`src/rtl/nes_palette_pkg.sv`:
```
// Shared NES palette types, the RGB444 colour table and the colour-distance helper.
// The table matches the palette-to-RGB converter entry for entry.
package nes_palette_pkg;

  typedef logic [11:0] rgb444_t;
  typedef logic [5:0]  pal_idx_t;

  typedef enum logic [1:0] {
    IDLE   = 2'd0,
    SEARCH = 2'd1,
    DONE   = 2'd2
  } enc_state_t;

  localparam rgb444_t NES_PALETTE [64] = '{
    12'h777, 12'h018, 12'h20a, 12'h409, 12'h607, 12'h703, 12'h710, 12'h520,
    12'h330, 12'h140, 12'h040, 12'h041, 12'h135, 12'h000, 12'h000, 12'h000,
    12'hbbb, 12'h05e, 12'h33f, 12'h71f, 12'ha0b, 12'hc05, 12'hd30, 12'ha50,
    12'h870, 12'h390, 12'h0a0, 12'h0a3, 12'h088, 12'h000, 12'h000, 12'h000,
    12'hfff, 12'h3bf, 12'h69f, 12'ha8f, 12'he6f, 12'hf6a, 12'hf85, 12'hea2,
    12'hcb0, 12'h8d1, 12'h4d4, 12'h3d8, 12'h0ed, 12'h777, 12'h000, 12'h000,
    12'hfff, 12'haef, 12'hbcf, 12'hdbf, 12'hfbf, 12'hfbd, 12'hfcb, 12'hfdb,
    12'heea, 12'hcf9, 12'hafa, 12'haeb, 12'h9ff, 12'hbbb, 12'h000, 12'h000
  };

  function automatic logic [9:0] chan_sq(input logic [3:0] a, input logic [3:0] b);
    logic [3:0] d;
    d = (a > b) ? (a - b) : (b - a);
    return {6'b0, d} * {6'b0, d};
  endfunction

  // Squared Euclidean distance; worst case 3*15^2 = 675 fits in 10 bits.
  function automatic logic [9:0] rgb_dist(input rgb444_t a, input rgb444_t b);
    return chan_sq(a[11:8], b[11:8]) + chan_sq(a[7:4], b[7:4]) + chan_sq(a[3:0], b[3:0]);
  endfunction

endpackage

```
`src/rtl/nes_palette_rom.sv`:
```
// Combinational palette lookup: 6-bit NES index to its RGB444 colour.
module nes_palette_rom
  import nes_palette_pkg::*;
(
  input  pal_idx_t idx,
  output rgb444_t  rgb
);

  assign rgb = NES_PALETTE[idx];

endmodule

```
`src/rtl/rgb_palette_encoder.sv`:
```
// Nearest-colour search: maps an RGB444 colour to the closest NES palette index,
// scanning PAR entries per cycle with the lowest index winning any tie.
module rgb_palette_encoder
  import nes_palette_pkg::*;
#(
  parameter int PAR        = 1,
  parameter int EARLY_EXIT = 1
) (
  input  logic        clk,
  input  logic        rst_n,
  input  logic        in_valid,
  output logic        in_ready,
  input  logic [11:0] in_rgb,
  output logic        out_valid,
  input  logic        out_ready,
  output logic [5:0]  out_index,
  output logic [9:0]  out_dist
);

  localparam pal_idx_t STEP     = pal_idx_t'(PAR);
  localparam pal_idx_t LAST_IDX = pal_idx_t'(64 - PAR);

  enc_state_t state, state_nxt;
  rgb444_t    rgb_q;
  pal_idx_t   idx;
  pal_idx_t   best_idx;
  logic [9:0] best_dist;

  rgb444_t    pal_rgb   [PAR];
  logic [9:0] cand_dist [PAR];
  pal_idx_t   grp_idx;
  logic [9:0] grp_dist;
  logic       grp_hit;
  logic       search_end;

  for (genvar i = 0; i < PAR; i++) begin : g_lane
    nes_palette_rom u_rom (
      .idx (idx + pal_idx_t'(i)),
      .rgb (pal_rgb[i])
    );
    assign cand_dist[i] = rgb_dist(rgb_q, pal_rgb[i]);
  end

  // Strict compare in ascending lane order keeps the lower index on ties.
  always_comb begin
    grp_dist = best_dist;
    grp_idx  = best_idx;
    grp_hit  = 1'b0;
    for (int i = 0; i < PAR; i++) begin
      if (cand_dist[i] < grp_dist) begin
        grp_dist = cand_dist[i];
        grp_idx  = idx + pal_idx_t'(i);
      end
      if (cand_dist[i] == 10'd0) grp_hit = 1'b1;
    end
  end

  assign search_end = (idx == LAST_IDX) || ((EARLY_EXIT != 0) && grp_hit);

  always_ff @(posedge clk) begin
    if (!rst_n) state <= IDLE;
    else        state <= state_nxt;
  end

  always_comb begin
    state_nxt = state;
    case (state)
      IDLE:    if (in_valid)   state_nxt = SEARCH;
      SEARCH:  if (search_end) state_nxt = DONE;
      DONE:    if (out_ready)  state_nxt = IDLE;
      default:                 state_nxt = IDLE;
    endcase
  end

  always_comb begin
    in_ready  = (state == IDLE);
    out_valid = (state == DONE);
  end

  always_ff @(posedge clk) begin
    if (!rst_n) begin
      rgb_q     <= '0;
      idx       <= '0;
      best_idx  <= '0;
      best_dist <= 10'h3FF;
      out_index <= '0;
      out_dist  <= '0;
    end else begin
      case (state)
        IDLE: begin
          if (in_valid) begin
            rgb_q     <= in_rgb;
            idx       <= '0;
            best_idx  <= '0;
            best_dist <= 10'h3FF;
          end
        end
        SEARCH: begin
          idx       <= idx + STEP;
          best_idx  <= grp_idx;
          best_dist <= grp_dist;
          if (search_end) begin
            out_index <= grp_idx;
            out_dist  <= grp_dist;
          end
        end
        default: ;
      endcase
    end
  end

endmodule

```
`config.mk`:
```
export PLATFORM = sky130hd
export DESIGN_NAME = rgb_palette_encoder
export DESIGN_NICKNAME = d
export VERILOG_FILES = /design/src/rtl/nes_palette_pkg.sv /design/src/rtl/nes_palette_rom.sv /design/src/rtl/rgb_palette_encoder.sv
export SDC_FILE = /design/constraint.sdc
export NUM_CORES = 1
export LEC_CHECK = 0
export CORE_UTILIZATION = 25
export DETAILED_ROUTE_END_ITERATION = 6
export PLACE_DENSITY_LB_ADDON = 0.3
export SLEW_MARGIN = 25
export SYNTH_ARGS = -nofsm -noshare
export SYNTH_HDL_FRONTEND = slang
export SYNTH_SLANG_ARGS = --single-unit
```
`constraint.sdc`:
```
create_clock -name clk -period 17.5 [get_ports clk]
set_clock_uncertainty 0.15 [all_clocks]
set_input_delay 3.5 -clock clk [delete_from_list [all_inputs] [get_ports clk]]
set_output_delay 3.5 -clock clk [all_outputs]
set_load 0.1 [all_outputs]
```
; ---- After elaboration in Yosys (flattened, before gate mapping)
; Memory sizes are Yosys's and may differ from the RTL's.
; Index checks and enable logic that the tools add are counted.
[word_totals]
register_bits = 52
latch_bits = 0
ramBits = 0
romBits = 768
in_bits = 16
out_inout_bits = 18
wordCells = 57
n_memories = 1
[op_classes]
add_sub_neg = 9
n_mul = 3
div = 0
order_cmp = 5
eq_ne = 6
n_shift = 0
mux = 17
bitwise = 1
reduce_logical = 8
[mem_list]
columns = memory, depth, width, read_ports, rd_clocked_by_memory_dff, wr, line_no
row1 = (no name shown), 64, 12, 1, 0, 0, nes_palette_rom.sv:9  ; assign rgb = NES_PALETTE[idx];
[ops]
columns = operator, count
row1 = $mul A4 B4 Y8, 3
row2 = $mux W12, 2
row3 = $pmux W6 S2, 2
row4 = $sub A4 B4 Y4, 6
row5 = $mux W10, 2
row6 = $pmux W10 S2, 1
row7 = $gt A4 B4 Y1, 3
row8 = $mux W4, 3
row9 = $mux W6, 2
row10 = $add A9 B8 Y10, 1
row11 = $logic_not A10 Y1, 1
row12 = $lt A10 B10 Y1, 1
row13 = $add A8 B8 Y9, 1
row14 = $ge A7 B7 Y1 const B, 1
row15 = $not A6 Y7, 1
row16 = $add A6 B1 Y6 const B, 1
row17 = $eq A6 B6 Y1 const B, 1
row18 = $mux W2, 3
row19 = $pmux W2 S3, 1
row20 = $reduce_and A2 Y1, 3
row21 = $ne A2 B2 Y1 const B, 2
row22 = $reduce_and A3 Y1, 1
row23 = $eq A2 B1 Y1 const B, 1
row24 = $eq A2 B2 Y1 const B, 1
row25 = other kinds (5), 5

; ---- Longest topological paths before layout
[depth]
depth_word = 14
mapped_depth = 43
depth_no_buf = 38

; ---- By module
; A second synthesis with hierarchy kept.
[hier_totals]
cells_unflattened = 712
area_unflattened_um2 = 5779.3
[modules_own_cells]
columns = module, n_inst, cells_each, area_per_inst_um2, seq_area_each_um2
row1 = rgb_palette_encoder, 1, 552, 4713.3, 1041.0
row2 = nes_palette_rom, 1, 160, 1066.0, 0.0

; ---- Worst setup path before layout
; Ideal clock, no wire load.
[synth_timing]
path_kind = register -> register
start = reg idx[0]
end = reg best_dist[0]
setup_ps = 129
arrival_ps = 8922
t_required_ps = 17221
setup_slack_ps = 8298
path_stages_with_launch = 41
path_buffers = 5
synth_period_minus_slack_ps = 9202
cell_sequence = dfxtp_1 -> clkbuf_1 -> inv_1 -> ha_1 -> clkbuf_1 -> nand2_1 -> o211ai_1 -> o21ai_0 -> nor2_1 -> a211oi_1 -> a21oi_1 -> ha_1 -> fa_1 -> nor2b_1 -> o21a_1 -> o21a_1 -> clkbuf_1 -> mux2i_1 -> [5 not listed] -> fa_1 -> fa_1 -> inv_1 -> fa_1 -> inv_1 -> ha_1 -> nand3b_1 -> a22o_1 -> xnor2_1 -> ha_1 -> a2111oi_0 -> o211ai_1 -> o211ai_1 -> buf_2 -> buf_2 -> nand2_1 -> o22ai_1 -> nand2_1
[synth_via]
elab_chain_cells = 12
elab_cells_between_ends = 24
cone_classes = 8 x add/sub / 3 x mul / 4 x order compare / 7 x mux / 1 x bitwise / 1 x memory
[synth_lines]
columns = item, line_no
row1 = from (decl), rgb_palette_encoder.sv:25  ; pal_idx_t idx;
row2 = from (signal assigned), rgb_palette_encoder.sv:99  ; idx <= idx + STEP;
row3 = $not A6 Y7 (not written as such) (*), nes_palette_rom.sv:9
row4 = $mem_v2 Z64 W12 (*), --
row5 = $mux W12 (not written as such) (*) (2 in a row), nes_palette_rom.sv:9
row6 = $sub A4 B4 Y4 or $gt A4 B4 Y1 (tied branches), nes_palette_pkg.sv:27  ; d = (a > b) ? (a - b) : (b - a);
row7 = $mux W4, nes_palette_pkg.sv:27
row8 = $mul A4 B4 Y8, nes_palette_pkg.sv:28  ; return {6'b0, d} * {6'b0, d};
row9 = $add A8 B8 Y9, nes_palette_pkg.sv:33  ; return chan_sq(a[11:8], b[11:8]) + chan_sq(a[7:4], b[7:4]) + chan_sq(a[3:0], b[3:0]);
row10 = $add A9 B8 Y10 (*), nes_palette_pkg.sv:33
row11 = $lt A10 B10 Y1, rgb_palette_encoder.sv:50  ; if (cand_dist[i] < grp_dist) begin
row12 = $mux W10 (*), rgb_palette_encoder.sv:50
row13 = $pmux W10 S2 (*), rgb_palette_encoder.sv:89  ; case (state)
row14 = to (signal assigned), rgb_palette_encoder.sv:101  ; best_dist <= grp_dist;
row15 = to (decl), rgb_palette_encoder.sv:27  ; logic [9:0] best_dist;
; Mark *: on every way between the ends. The rest lies on a longest branch, timed or not. The select of a mux whose other input is x is not followed.
; A chain may end at the register's enable or synchronous reset.

; ---- Worst setup path in the final report
[layout_timing]
start = reg idx[1]
end = reg best_dist[7]
; The elaborated chain is that of the path after synthesis.

==> results.md <==
Run status:
- The flow ran to the end, and the final reports show no timing, DRC or antenna violations.

Placed design:
- During placement, the flow inserted port buffers numbering 33.
- The global placer's final weighted congestion is 0.822.
- The detailed-placement wirelength estimate is 9940 µm.

Synthesis:
- After synthesis, the cell types taking the most area are sky130_fd_sc_hd__dfxtp_1, sky130_fd_sc_hd__ha_1, sky130_fd_sc_hd__fa_1.
- In the synthesized netlist the async set-or-reset flop fraction comes to 0%.
- The mapped netlist covers 5500 µm².
- Summed over all instances, the cell type with the most area after synthesis is sky130_fd_sc_hd__dfxtp_1.
- The gate count of the mapped netlist is 685.
- In this run the mean area of a mapped cell was 8.03 µm².
- The number of flops mapped to enable cells by yosys is 0.
- For this run, the leading register cell type out of synthesis is sky130_fd_sc_hd__dfxtp_1.
- The net count after synthesis is 795.
- sky130_fd_sc_hd__nand2_1 is the most common cell in the netlist.
- The synthesis warning total is 0.
- Of the post-synthesis cell area, the dominant cell type holds 18.9%.
- The commonest cells after synthesis are sky130_fd_sc_hd__nand2_1, sky130_fd_sc_hd__inv_1, sky130_fd_sc_hd__ha_1, sky130_fd_sc_hd__dfxtp_1, sky130_fd_sc_hd__o21ai_0.
- The number of register bits inferred by synthesis is between 50 and 60.
- Yosys mapped the design onto 63 distinct sky130hd cell types.
- The register area share after synthesis is 18.9%.

Floorplan:
- In this run the core area contains 53 standard-cell rows.
- The die is 150 µm wide.
- The core area is 21300 µm².
- Pin placement for this block handled 34 I/O pins.
- The starting density of the core is 25.8%.
- The die footprint is 22600 µm².
- The die is 150 µm tall.

CTS:
- The post-cts sizing count is 0.
- The TritonCTS clock tree is yes.
- The number of buffers added to fix hold violations after cts is 0.
- No sink is reached through more buffers than the 2 on the longest clock path.
- Clock latency on the worst-skew pair, taken at its later pin, is 0.30 ns.
- Clock tree synthesis found a total of 52 sinks.
- The number of CTS-inserted buffers is 5.
- Buffers added to address setup during post-CTS repair amount to 0.
- The CTS H-tree depth is 2.
- CTS placed an instance of sky130_fd_sc_hd__clkbuf_16 at the clock tree root.
- After clock tree synthesis, the clock-pin slew on the worst setup and hold paths is around 0.070 ns.

STA:
- The final count of hold timing violations was 0.
- The fraction of the cycle the final worst path needs is 60.3%.
- On the final layout, the worst hold slack is around 0.32 ns.
- The number of slew-limit violations in the final report came to 0.
- The total negative slack for setup checks is 0 ns.
- Setup repair after global routing left no endpoint under its margin.
- The slew of the pin with the lowest slew margin is 1.01 ns.
- The clock period could shrink to between 10 and 15 ns.
- Static timing analysis puts the maximum clock frequency at 0.0948 GHz.
- Setup violations remaining at the end of the flow were counted as 0.
- The worst pin sits at a relative slew slack of around a third.

Worst setup path:
- The critical setup path kind is reg -> reg.
- At the worst endpoint, the arrival time is 10.54 ns.
- The setup check on the worst reg-to-reg path leaves a slack of 6.96 ns.
- In this run the worst setup path terminates at best_dist[7].
- For the worst setup path, the data required time is between 15 and 20 ns.
- The critical path startpoint category is a register.
- The largest individual stage delay along the critical path comes from the cell sky130_fd_sc_hd__dfxtp_1.
- The endpoint type of the worst setup path is a register.
- The critical path launch point is idx[1].
- The number of cells on the critical path is 35.
- The number of buffers and inverters on the critical path is 4.
- The startpoint identified for the worst register-to-register timing path is idx[1].
- On the critical path the largest part of the delay comes from adder cells.
- The worst-path maximum fanout is 29.
- On the worst path, the slowest cell contributes a delay of 0.79 ns.
- The endpoint of the worst-slack reg-to-reg timing path is best_dist[7].
- The number of cells on the worst reg-to-reg path is 35.

Global routing:
- The global-route wire length before repair is around 22000 µm.
- The initial antenna violation count is 0.
- The remaining global-route overflow is 0.
- In the global route stage, overall resource usage came out at 12.2%.
- The via count of the first global-routing pass is 4340.
- The pin count of the biggest net entering global routing is 59.

Drt:
- The DRC violations left is 0.
- The post-detailed-route count of antenna-violating nets is 0.
- The number of DRC markers after the initial detailed-route iteration is between 300 and 400.
- Before antenna repair, the detailed router went through 4 iterations.
- The number of vias in the routed layout is 4561.
- The total length of routed wires is between 10000 and 15000 µm.
- The average wire per cell in the routed design is 13.9 µm.
- The per-cell via count in the routed design is 4.74.

Layout:
- The register area is between 1000 and 1500 µm².
- The footprint of the multi-input gates is about 4000 µm².
- The fill cell total of the finished layout is 2270.
- For this run, the post-layout net count is 796.
- The fraction of layout cells with a size suffix above 1 is 3.78%.
- The repair_antennas step left the layout with diodes totalling 0.
- Compared with the post-synthesis result, the final layout area differs by 12.5%.

Worst hold path:
- The class of the worst hold path is reg -> reg.

Run:
- Max-cap violations in this run came to 0.
per-stage QoR:
stage | cell area, µm² | setup slack, ns | instances | util, %
CTS | 6190 | 6.95 | 962 | 29.1
finish | 6190 | 6.96 | 962 | 29.1
global placement | 6020 | 7.17 | 954 | 28.3
floorplan | 5500 | 8.30 | 685 | -
global route | 6190 | 6.18 | 962 | 29.1
detailed placement | 6020 | 7.01 | 954 | 28.3
area by class of cell:
| cell class | instances | share of cell area, % |
|---|---|---|
| Multi-Input combinational cell | 507 | 64.1 |
| Sequential cell | 52 | 16.8 |
| Timing Repair Buffer | 38 | 5.86 |
| Tap cell | 275 | 5.56 |
| Inverter | 82 | 4.97 |
| Clock buffer | 6 | 2.08 |
| Clock inverter | 2 | 0.627 |
worst min path at each step:
| stage | startpoint | to | depth (start not counted) |
|---|---|---|---|
| after floorplan | rgb_q[11] | rgb_q[11] | 2 |
| after detailed placement | out_dist[7] | out_dist[7] | 2 |
| after global routing | out_dist[9] | out_dist[9] | 2 |
| after CTS | out_dist[7] | out_dist[7] | 2 |
| final | out_dist[7] | out_dist[7] | 2 |
| after global placement | out_dist[7] | out_dist[7] | 2 |
sequential cells by signal, summed over array words and instances (netlist names):
name       cells
rgb_q         12
idx            6
best_idx       6
out_dist      10
state          2
out_index      6
best_dist     10
cells by family (layout without fill, tap and decap cells):
family | count (synthesis) | in the layout | synth area share (%)
AOI/OAI and AO/OA | 190 | 190 | 24.2
adders and majority gates | 94 | 94 | 25.1
xor gates and xnor gates | 14 | 14 | 2.23
DFF | 52 | 52 | 18.9
and+or+nand+nor | 185 | 185 | 15.9
muxes | 24 | 24 | 4.66
buffers and inverters | 126 | 128 | 8.99
cell usage in the layout, fill, tap and decap left out, types with 7 or more instances in the layout:
cell	count
sky130_fd_sc_hd__a21boi_0	16
sky130_fd_sc_hd__a21o_1	14
sky130_fd_sc_hd__a21oi_1	29
sky130_fd_sc_hd__and2_1	12
sky130_fd_sc_hd__clkdlybuf4s50_1	32
sky130_fd_sc_hd__dfxtp_1	52
sky130_fd_sc_hd__fa_1	27
sky130_fd_sc_hd__ha_1	67
sky130_fd_sc_hd__inv_1	81
sky130_fd_sc_hd__mux2i_1	20
sky130_fd_sc_hd__nand2_1	90
sky130_fd_sc_hd__nand2b_1	16
sky130_fd_sc_hd__nand3_1	9
sky130_fd_sc_hd__nor2_1	24
sky130_fd_sc_hd__nor2b_1	16
sky130_fd_sc_hd__o211a_1	13
sky130_fd_sc_hd__o211ai_1	14
sky130_fd_sc_hd__o21a_1	8
sky130_fd_sc_hd__o21ai_0	33
sky130_fd_sc_hd__o22ai_1	13
sky130_fd_sc_hd__xnor2_1	7
sky130_fd_sc_hd__xor2_1	7
tightest hold or removal path, stage by stage (launching register included):
cell                      delay (ns)
sky130_fd_sc_hd__dfxtp_1        0.32
sky130_fd_sc_hd__nand2_1        0.05
sky130_fd_sc_hd__o21ai_1        0.05
layer usage:
layer / vias to the layer above / GRT usage (%) / wire length, µm
met4: 0 / 1.77 / 84
met1: 2126 / 18.6 / 7230
met3: 4 / 2.06 / 519
li1: 2342 / - / -
met2: 89 / 18.0 / 5550
met5: - / 0 / 0
Power is not shown: default switching activity piles up to over one toggle a cycle in this logic, so the estimate is an artifact.
